File: src/rtl/piso_bit_streamer.sv
// Parallel-in/serial-out word streamer: shifts WIDTH-bit words out MSB-first on bit_en ticks,
// with GAP idle bit periods between words. Define PISO_PARITY_EN to append an even-parity bit.
module piso_bit_streamer #(
   parameter int WIDTH = 8,
   parameter int GAP   = 0
) (
   input  logic             clk,
   input  logic             rst_n,
   input  logic             bit_en,
   input  logic             in_valid,
   input  logic [WIDTH-1:0] in_data,
   output logic             in_ready,
   output logic             data_out,
   output logic             data_valid,
   output logic             busy,
   output logic             word_done
);

`ifdef PISO_PARITY_EN
   localparam int NB = WIDTH + 1;
`else
   localparam int NB = WIDTH;
`endif
   localparam int CW = $clog2(NB);
   localparam int GW = (GAP > 1) ? $clog2(GAP) : 1;
   localparam logic [CW-1:0] LAST_BIT = CW'(NB - 1);
   localparam logic [GW-1:0] LAST_GAP = GW'((GAP > 0) ? GAP - 1 : 0);

   typedef enum logic [1:0] {StIdle, StShift, StGap} state_t;

   state_t        state;
   logic [NB-2:0] rest;      // bits still to be shown after the one on data_out
   logic [CW-1:0] bit_cnt;
   logic [GW-1:0] gap_cnt;
   logic [NB-1:0] load_word;
   logic          last_tick;
   logic          xfer;

`ifdef PISO_PARITY_EN
   assign load_word = {in_data, ^in_data};
`else
   assign load_word = in_data;
`endif

   assign last_tick = (state == StShift) && bit_en && (bit_cnt == LAST_BIT);
   assign in_ready  = (state == StIdle) || ((GAP == 0) && last_tick);
   assign xfer      = in_valid && in_ready;

   always_ff @(posedge clk or negedge rst_n) begin
      if (!rst_n) begin
         state      <= StIdle;
         rest       <= '0;
         bit_cnt    <= '0;
         gap_cnt    <= '0;
         data_out   <= 1'b0;
         data_valid <= 1'b0;
         busy       <= 1'b0;
         word_done  <= 1'b0;
      end else begin
         word_done <= 1'b0;
         if (xfer) begin
            // Covers both the idle accept and the gapless reload on the final-bit edge.
            state      <= StShift;
            rest       <= load_word[NB-2:0];
            data_out   <= load_word[NB-1];
            bit_cnt    <= '0;
            data_valid <= 1'b1;
            busy       <= 1'b1;
            word_done  <= last_tick;
         end else begin
            unique case (state)
               StIdle: begin
               end
               StShift: begin
                  if (bit_en) begin
                     if (bit_cnt == LAST_BIT) begin
                        word_done  <= 1'b1;
                        data_out   <= 1'b0;
                        data_valid <= 1'b0;
                        if (GAP > 0) begin
                           state   <= StGap;
                           gap_cnt <= '0;
                        end else begin
                           state <= StIdle;
                           busy  <= 1'b0;
                        end
                     end else begin
                        data_out <= rest[NB-2];
                        rest     <= rest << 1;
                        bit_cnt  <= bit_cnt + CW'(1);
                     end
                  end
               end
               StGap: begin
                  if (bit_en) begin
                     if (gap_cnt == LAST_GAP) begin
                        state <= StIdle;
                        busy  <= 1'b0;
                     end else begin
                        gap_cnt <= gap_cnt + GW'(1);
                     end
                  end
               end
               default: state <= StIdle;
            endcase
         end
      end
   end

endmodule

File: config.mk
export PLATFORM = sky130hd
export DESIGN_NAME = piso_bit_streamer
export DESIGN_NICKNAME = d
export VERILOG_FILES = /design/src/rtl/piso_bit_streamer.sv
export SDC_FILE = /design/constraint.sdc
export NUM_CORES = 1
export LEC_CHECK = 0
export ABC_AREA = 1
export CORE_UTILIZATION = 50
export DETAILED_ROUTE_END_ITERATION = 8
export DONT_BUFFER_PORTS = 1
export SKIP_LAST_GASP = 1
export SYNTH_ARGS = -nofsm -noshare
export SYNTH_HDL_FRONTEND = slang
export SYNTH_SLANG_ARGS = --single-unit
File: constraint.sdc
create_clock -name clk -period 1.8 [get_ports clk]
set_input_delay 0.18 -clock clk [delete_from_list [all_inputs] [get_ports clk]]
set_output_delay 0.18 -clock clk [all_outputs]
set_load 0.1 [all_outputs]
; ---- Word level (Yosys, flattened, before mapping)
; Cells that the tools add are included.
; W data, S select, Z words.
[op_classes]
addsub = 2
multipliers = 0
n_div = 0
order_cmp = 0
eq_ne = 9
shift = 0
muxes = 31
n_bitwise = 1
reduce_logical = 15
[ops]
columns = cell, count
row1 = $mux W7, 4
row2 = $mux W1, 16
row3 = $mux W3, 4
row4 = $mux W2, 5
row5 = $reduce_and A5 Y1, 2
row6 = $ne A3 B3 Y1 const B, 3
row7 = $reduce_and A3 Y1, 3
row8 = $pmux W2 S3, 1
row9 = $reduce_bool A2 Y1, 3
row10 = $ne A2 B2 Y1 const B, 2
row11 = $add A3 B1 Y3 const B, 1
row12 = $eq A3 B3 Y1 const B, 1
row13 = $logic_and A1 B1 Y1, 3
row14 = $ne A3 B2 Y1 const B, 1
row15 = $reduce_bool A3 Y1, 1
row16 = $eq A2 B1 Y1 const B, 1
row17 = $eq A2 B2 Y1 const B, 1
row18 = $logic_not A2 Y1, 1
row19 = $pmux W1 S2, 1
row20 = $reduce_and A2 Y1, 1
row21 = $add A1 B1 Y1 const B, 1
row22 = $logic_or A1 B1 Y1, 1
row23 = $not A1 Y1, 1
[totals]
reg_bits = 17
latchBits = 0
mem_bits_rw = 0
romBits = 0
input_bits = 12
out_inout_bits = 5
elab_cells = 66
memories = 0

; ---- Depth between registers and ports, before layout
; Gate-level depths: netlist (run 1).
[logic_depth]
depth_word = 7
mapped_depth = 8
ltp_nobuf = 8

; ---- Least setup slack after synthesis (run 1)
; Ideal clock, no wire load.
[synth_path]
path_kind = reg-to-reg
from = register bit_cnt[0]
to = register data_out
setup_time_ns = 0.122
arrival_ns = 1.304
required_time_ns = 1.678
setup_slack_ns = 0.374
path_stages_with_launch = 9
path_buffers = 1
synth_period_minus_slack_ns = 1.426
path_cell_list = dfrtp_1 ha_1 ha_1 nand2_1 nand2_1 buf_6 nand3_1 nand3_1 nand2_1
[synth_between]
elab_chain_cells = 6
elab_cells_between_ends = 11
cone_classes = eq/ne (1) / mux (4) / reduce/logical (6)
[synth_lines]
columns = element, line_no
row1 = start: declaration, 33  ; logic [CW-1:0] bit_cnt;
row2 = start signal: assignment, 90  ; bit_cnt <= bit_cnt + CW'(1);
row3 = $eq A3 B3 Y1 *, 45  ; assign last_tick = (state == StShift) && bit_en && (bit_cnt == LAST_BIT);
row4 = $logic_and A1 B1 Y1 *, 45
row5 = $logic_or A1 B1 Y1 *, 46  ; assign in_ready = (state == StIdle) || ((GAP == 0) && last_tick);
row6 = named net in_ready, 12  ; output logic in_ready,
row7 = $logic_and A1 B1 Y1 *, 47  ; assign xfer = in_valid && in_ready;
row8 = $reduce_bool A2 Y1 (no line), --
row9 = $reduce_and A2 Y1 (no line), --
row10 = end signal: assignment, 65  ; data_out <= load_word[NB-1];
row11 = end signal: assignment, 88  ; data_out <= rest[NB-2];
row12 = end: declaration, 13  ; output logic data_out,
; The timed path passes the listed nets; every way through them passes the cells marked *. The select of a mux whose other input is x is not followed.
; A chain may end at the register's enable or synchronous reset.

; ---- Final worst setup path (run 1)
[layout_path]
from = register bit_cnt[0]
to = output port in_ready
[layout_between]
elab_chain_cells = 3
[layout_lines]
columns = element, line_no
row1 = $eq A3 B3 Y1, 45
row2 = $logic_and A1 B1 Y1, 45
row3 = $logic_or A1 B1 Y1, 46
row4 = end: declaration, 12
; No other way between the ends.

==> results.cfg, run 1 <==
[global_route]
overflow = 0
first_global_vias = 469
grt_max_degree = 16
antenna_found_initial = 0
grtUsageTotal = 0.205
grt_pass1_wl_um = 2040

[cells_and_area]
utilization = 0.620
nets = 104
syn_to_final_growth_pct = 15.4
drive_above_1_share = 0.180
fillers = 114
antenna_cells = 0

[floorplanning]
die_h_um = 39.2
fp-row-count = 13
die_area_mm2 = 0.00153
initial_utilization = 0.537
ioPinCount = 17
core_mm2 = 0.00128
die_w_um = 39.2

[sta]
final_max_slew_viol_count = 0
slew-limit-headroom = 0.553
hold_ws_ps = 4.12
fin_crit_sh = 0.959
finalSetupViolations = 0
max_clock_freq_mhz = 579
setup_slack_ps = 74.2
fin_skew_ps = 2.25
tightest_slew_ps = 668
min_period_ps = 1730
finalSetupTns_ps = 0
hold_violations = 0

[clock_network]
cts_sinks = 15
clk-insertion-delay-late_ps = 280
cts_buffers = 3
clockBufferDepth = 2
cts_tree = built
clkSlewWorstSetupHoldPaths_ps = 90
cts_root_buffer = clkbuf_4
htreeDepth = 1

[flow_run]
maxCapViolations = 0

[yosys]
synth_cells = 79
synthTopCellsByArea = dfrtp_1 54%, nand2_1 17%, nand3_1 12%
synth_area_leader_cell = dfrtp_1
ys_ff_latch = 15
synth_fp_nets = 93
ys_seq_area_frac = 0.543
synth_top_area_frac = 0.543
syn_area_per_cell_um2 = 8.74
yosys_warnings = 0
ys_types = 14
post_synth_instance_area_um2 = 691

[worst_setup_path]
critPathArrivalTime_ps = 1550
cp.depth = 5
cp_top_family = adder cells
critPathMaxStageDelay_ps = 410
reg2reg_depth = 8
crit_fanout = 6
critPathSlowestCell = dfrtp_1
start_kind = flip-flop
crit_type = reg -> out
r2r-start = bit_cnt[0]$_DFFE_PN0P_
r2r-end = data_out$_DFFE_PN0P_
worstSetupEndpoint = in_ready
required_ps = 1620
path_buf_inv = 1
rrSetupSlack_ps = 320
cpMostUsedCell = ha_1
worstSetupStartpoint = bit_cnt[0]$_DFFE_PN0P_
cp-end-kind = primary output
path_cells = ha_1 > ha_1 > nand2_2 > nand2_4 > buf_12

[pwr]
max-vdd-ir-drop_v = 0.00107
power_density_mw_per_mm2 = 1650
p_leak_nw = 0.423
fin_total_pwr_mw = 1.31

[place]
place_congestion = 0.737
port_buffers = 0
place_hpwl_um = 884
place_ws_ps = 131

[detailed_routing]
via_per_inst = 5.34
num_vias = 555
wl_per_cell_um = 12.9
drtPass1Iterations = 4
drc = 0
drt-initial-drc-count = 6
ant_nets = 0
finalWirelength_um = 1340

[min_path]
hold_path_class = in -> reg
min_path_cells = 2
worstHoldStart = in_valid

[outcome]
status = completed
## routing by layer
layer	routed length, um	GRT usage	vias up
met5	0	0	-
met4	11	0.129	0
met3	49	0.0347	2
met2	620	0.288	11
met1	663	0.287	264
li1	-	-	278
## synth_stat cells
| library cell | count |
|---|---|
| inv_2 | 1 |
| nand3_1 | 16 |
| nor2_1 | 1 |
| dfrtp_1 | 15 |
| o21ai_2 | 1 |
| buf_6 | 2 |
| o21ai_0 | 2 |
| ha_1 | 2 |
| o21ai_1 | 1 |
| nand2_1 | 32 |
| o211ai_1 | 1 |
| nand2_4 | 1 |
| inv_4 | 1 |
| inv_1 | 3 |
## report_power, final
group / leakage [nW] / total [mW] / internal, mW / switching, mW
combinational: 0.217 / 0.599 / 0.162 / 0.438
clock: 0.0150 / 0.190 / 0.0859 / 0.104
sequential: 0.191 / 0.522 / 0.454 / 0.0682
total: 0.423 / 1.31 / 0.702 / 0.610
## placed cells by master, fill, tap and decap left out, types with 2 or more instances in the layout
cell type,instances
clkbuf_4,3
buf_4,5
o21ai_0,2
nand3_1,16
nand2_4,2
nand2_2,2
nand2_1,30
ha_1,2
dfrtp_1,15
inv_1,3
## cells by family (layout without fill, tap and decap cells)
kind of cell    Yosys count  in the layout  share of synthesized area
fa+ha+maj                 2              2                     0.0362
buf+inv                   7             16                     0.0634
flops                    15             15                      0.543
compound gates            5              5                     0.0453
simple gates             50             51                      0.312
## metrics by stage
stage,std cells,area [um2]
floorplan,79,691
global placement,97,724
detailed placement,97,724
CTS,102,776
global route,104,797
finish,104,797
## sequential cells by signal, indices dropped and copies added, names as in the netlist
signal and cells:
bit_cnt 3, busy 1, data_out 1, data_valid 1, rest 7, state 1
word_done 1
## repair_timing
action	4_1_cts	5_1_grt
gates cloned	0	1
buffers inserted	0	1
hold buffers	1	0
endpoints found under the hold margin	15	0
resized for setup	4	2
pin swaps	0	1
setup endpoints to repair	1	1
## final cells by class
type	count	area, um2	area share
flip-flops and latches	15	375	0.471
repair buffers	7	67.6	0.0848
inverters	5	21.3	0.0267
clock buffers	4	26.3	0.0330
multi-input cells	58	288	0.361
well taps	15	18.8	0.0235
## how the worst min path moves through the flow
stage / end
3_5_place_dp: busy$_DFFE_PN0P_
4_1_cts: state[0]$_DFFE_PN0P_
2_1_floorplan: bit_cnt[0]$_DFFE_PN0P_
6_report: state[0]$_DFFE_PN0P_
5_1_grt: state[0]$_DFFE_PN0P_
3_3_place_gp: busy$_DFFE_PN0P_
Note: power is estimated with default switching activity, not from simulation.
==> inputs of run 2 (changes only) <==
--- a/config.mk
+++ b/config.mk
@@ -6,9 +6,11 @@
 export NUM_CORES = 1
 export LEC_CHECK = 0
 export ABC_AREA = 1
-export CORE_UTILIZATION = 50
+export CORE_AREA = 2 2 39 41
 export DETAILED_ROUTE_END_ITERATION = 8
+export DIE_AREA = 0 0 41 43
 export DONT_BUFFER_PORTS = 1
+export PLACE_DENSITY = 0.67
 export SKIP_LAST_GASP = 1
 export SYNTH_ARGS = -nofsm -noshare
 export SYNTH_HDL_FRONTEND = slang
==> results.cfg, run 2 (synthesized netlist as in run 1, its figures left out) <==
[sta]
fin_crit_sh = 0.976
max_clock_freq_mhz = 569
final_max_slew_viol_count = 0
hold_violations = 0
setup_slack_ps = 42.7
finalSetupViolations = 0
slew-limit-headroom = 0.550
rsz0062_at_grt = false
tightest_slew_ps = 673
fin_skew_ps = 6.46
finalSetupTns_ps = 0
min_period_ps = 1760

[clock_network]
cts_buffers = 3
clockBufferDepth = 2
clkSlewWorstSetupHoldPaths_ps = 90
htreeDepth = 1
cts_root_buffer = clkbuf_4
cts_tree = built
clk-insertion-delay-late_ps = 290
cts_sinks = 15

[cells_and_area]
layout_commonest_cell = nand2_1
fillers = 134
final_cell_mix = 30 x nand2_1, 16 x nand3_1, 15 x dfrtp_1
drive_above_1_share = 0.207
multi_input_area_um2 = 282
nets = 107
largest_reg_flops = 7
antenna_cells = 0
syn_to_final_growth_pct = 19.6
top_register = rest
reg.largest.list = rest: 7 flops, bit_cnt: 3 flops
seq_area_um2 = 375
utilization = 0.597

[detailed_routing]
num_vias = 578
drtPass1Iterations = 4
drc = 0
drt-initial-drc-count = 10
via_per_inst = 5.35
wl_per_cell_um = 12.7
ant_nets = 0
finalWirelength_um = 1370

[worst_setup_path]
start_kind = flip-flop
crit_type = reg -> out
required_ps = 1620
cp-end-kind = primary output
rrSetupSlack_ps = 160
crit_fanout = 7
critPathArrivalTime_ps = 1580

[floorplanning]
die_w_um = 41
initial_utilization = 0.499
fp-row-count = 14
ioPinCount = 17
die_area_mm2 = 0.00176
die_h_um = 43
core_mm2 = 0.00138

[global_route]
grt_pass1_wl_um = 2200
grt_max_degree = 16
grtUsageTotal = 0.189
first_global_vias = 523
antenna_found_initial = 0
overflow = 0

[place]
place_congestion = 0.747
place_ws_ps = 97.1
port_buffers = 0
place_hpwl_um = 954

[pwr]
power_density_mw_per_mm2 = 1610
max-vdd-ir-drop_v = 0.00123
p_leak_nw = 0.439

[min_path]
hold_path_class = in -> reg

[flow_run]
maxCapViolations = 0

[outcome]
status = completed
run 2: final cells by class:
cell class              instances  share of cell area
clock inverters                 1             0.00606
clock buffers                   3              0.0273
multi-input cells              57               0.341
inverters                       5              0.0258
repair buffers                 11               0.121
flip-flops and latches         15               0.455
well taps                      16              0.0242
run 2: layer usage:
metal,vias up,wire [um],GRT usage
met5,-,0,0
met2,15,730,0.266
met4,0,24,0.0800
li1,283,-,-
met3,2,62,0.0471
met1,278,557,0.271
run 2: metrics by stage:
stage               power [mW]  hold slack, ps  cell area, um2  instances
detailed placement        1.09            -115             726         98
global route              1.41            15.5             826        108
floorplan                0.981            -116             691         79
finish                    1.33            22.0             826        108
CTS                       1.31            17.1             791        104
global placement          1.07            -115             726         98
run 2: where the power goes:
part	total (mW)	internal, mW	leakage, nW	switching (mW)
registers	0.522	0.454	0.191	0.0680
clock network	0.196	0.0828	0.0177	0.113
logic	0.610	0.171	0.231	0.440
total	1.33	0.708	0.439	0.621
run 2: worst paths after layout:
kind,from,end,cells past startpoint
worst max-delay path,bit_cnt[0]$_DFFE_PN0P_,in_ready,5
worst min-delay path,in_data[0],rest[0]$_DFFE_PN0P_,2
worst max register to register,bit_cnt[0]$_DFFE_PN0P_,data_out$_DFFE_PN0P_,9
worst min register to register,rest[0]$_DFFE_PN0P_,rest[0]$_DFFE_PN0P_,2
max in group asynchronous,rst_n,state[0]$_DFFE_PN0P_,1
min in group asynchronous,rst_n,rest[5]$_DFFE_PN0P_,1
run 2: what timing repair did:
item	CTS	global route
pin swaps	0	0
endpoints found under the setup margin	1	1
cloned	0	0
endpoints found under the hold margin	16	0
gates resized for setup	5	1
hold buffers	2	0
buffers inserted	0	4
run 2: worst max-delay path: stages (launching register included):
cell     delay (ps)
dfrtp_1         410
ha_1            220
ha_1            240
nand2_2         130
nand2_4         100
buf_12          180
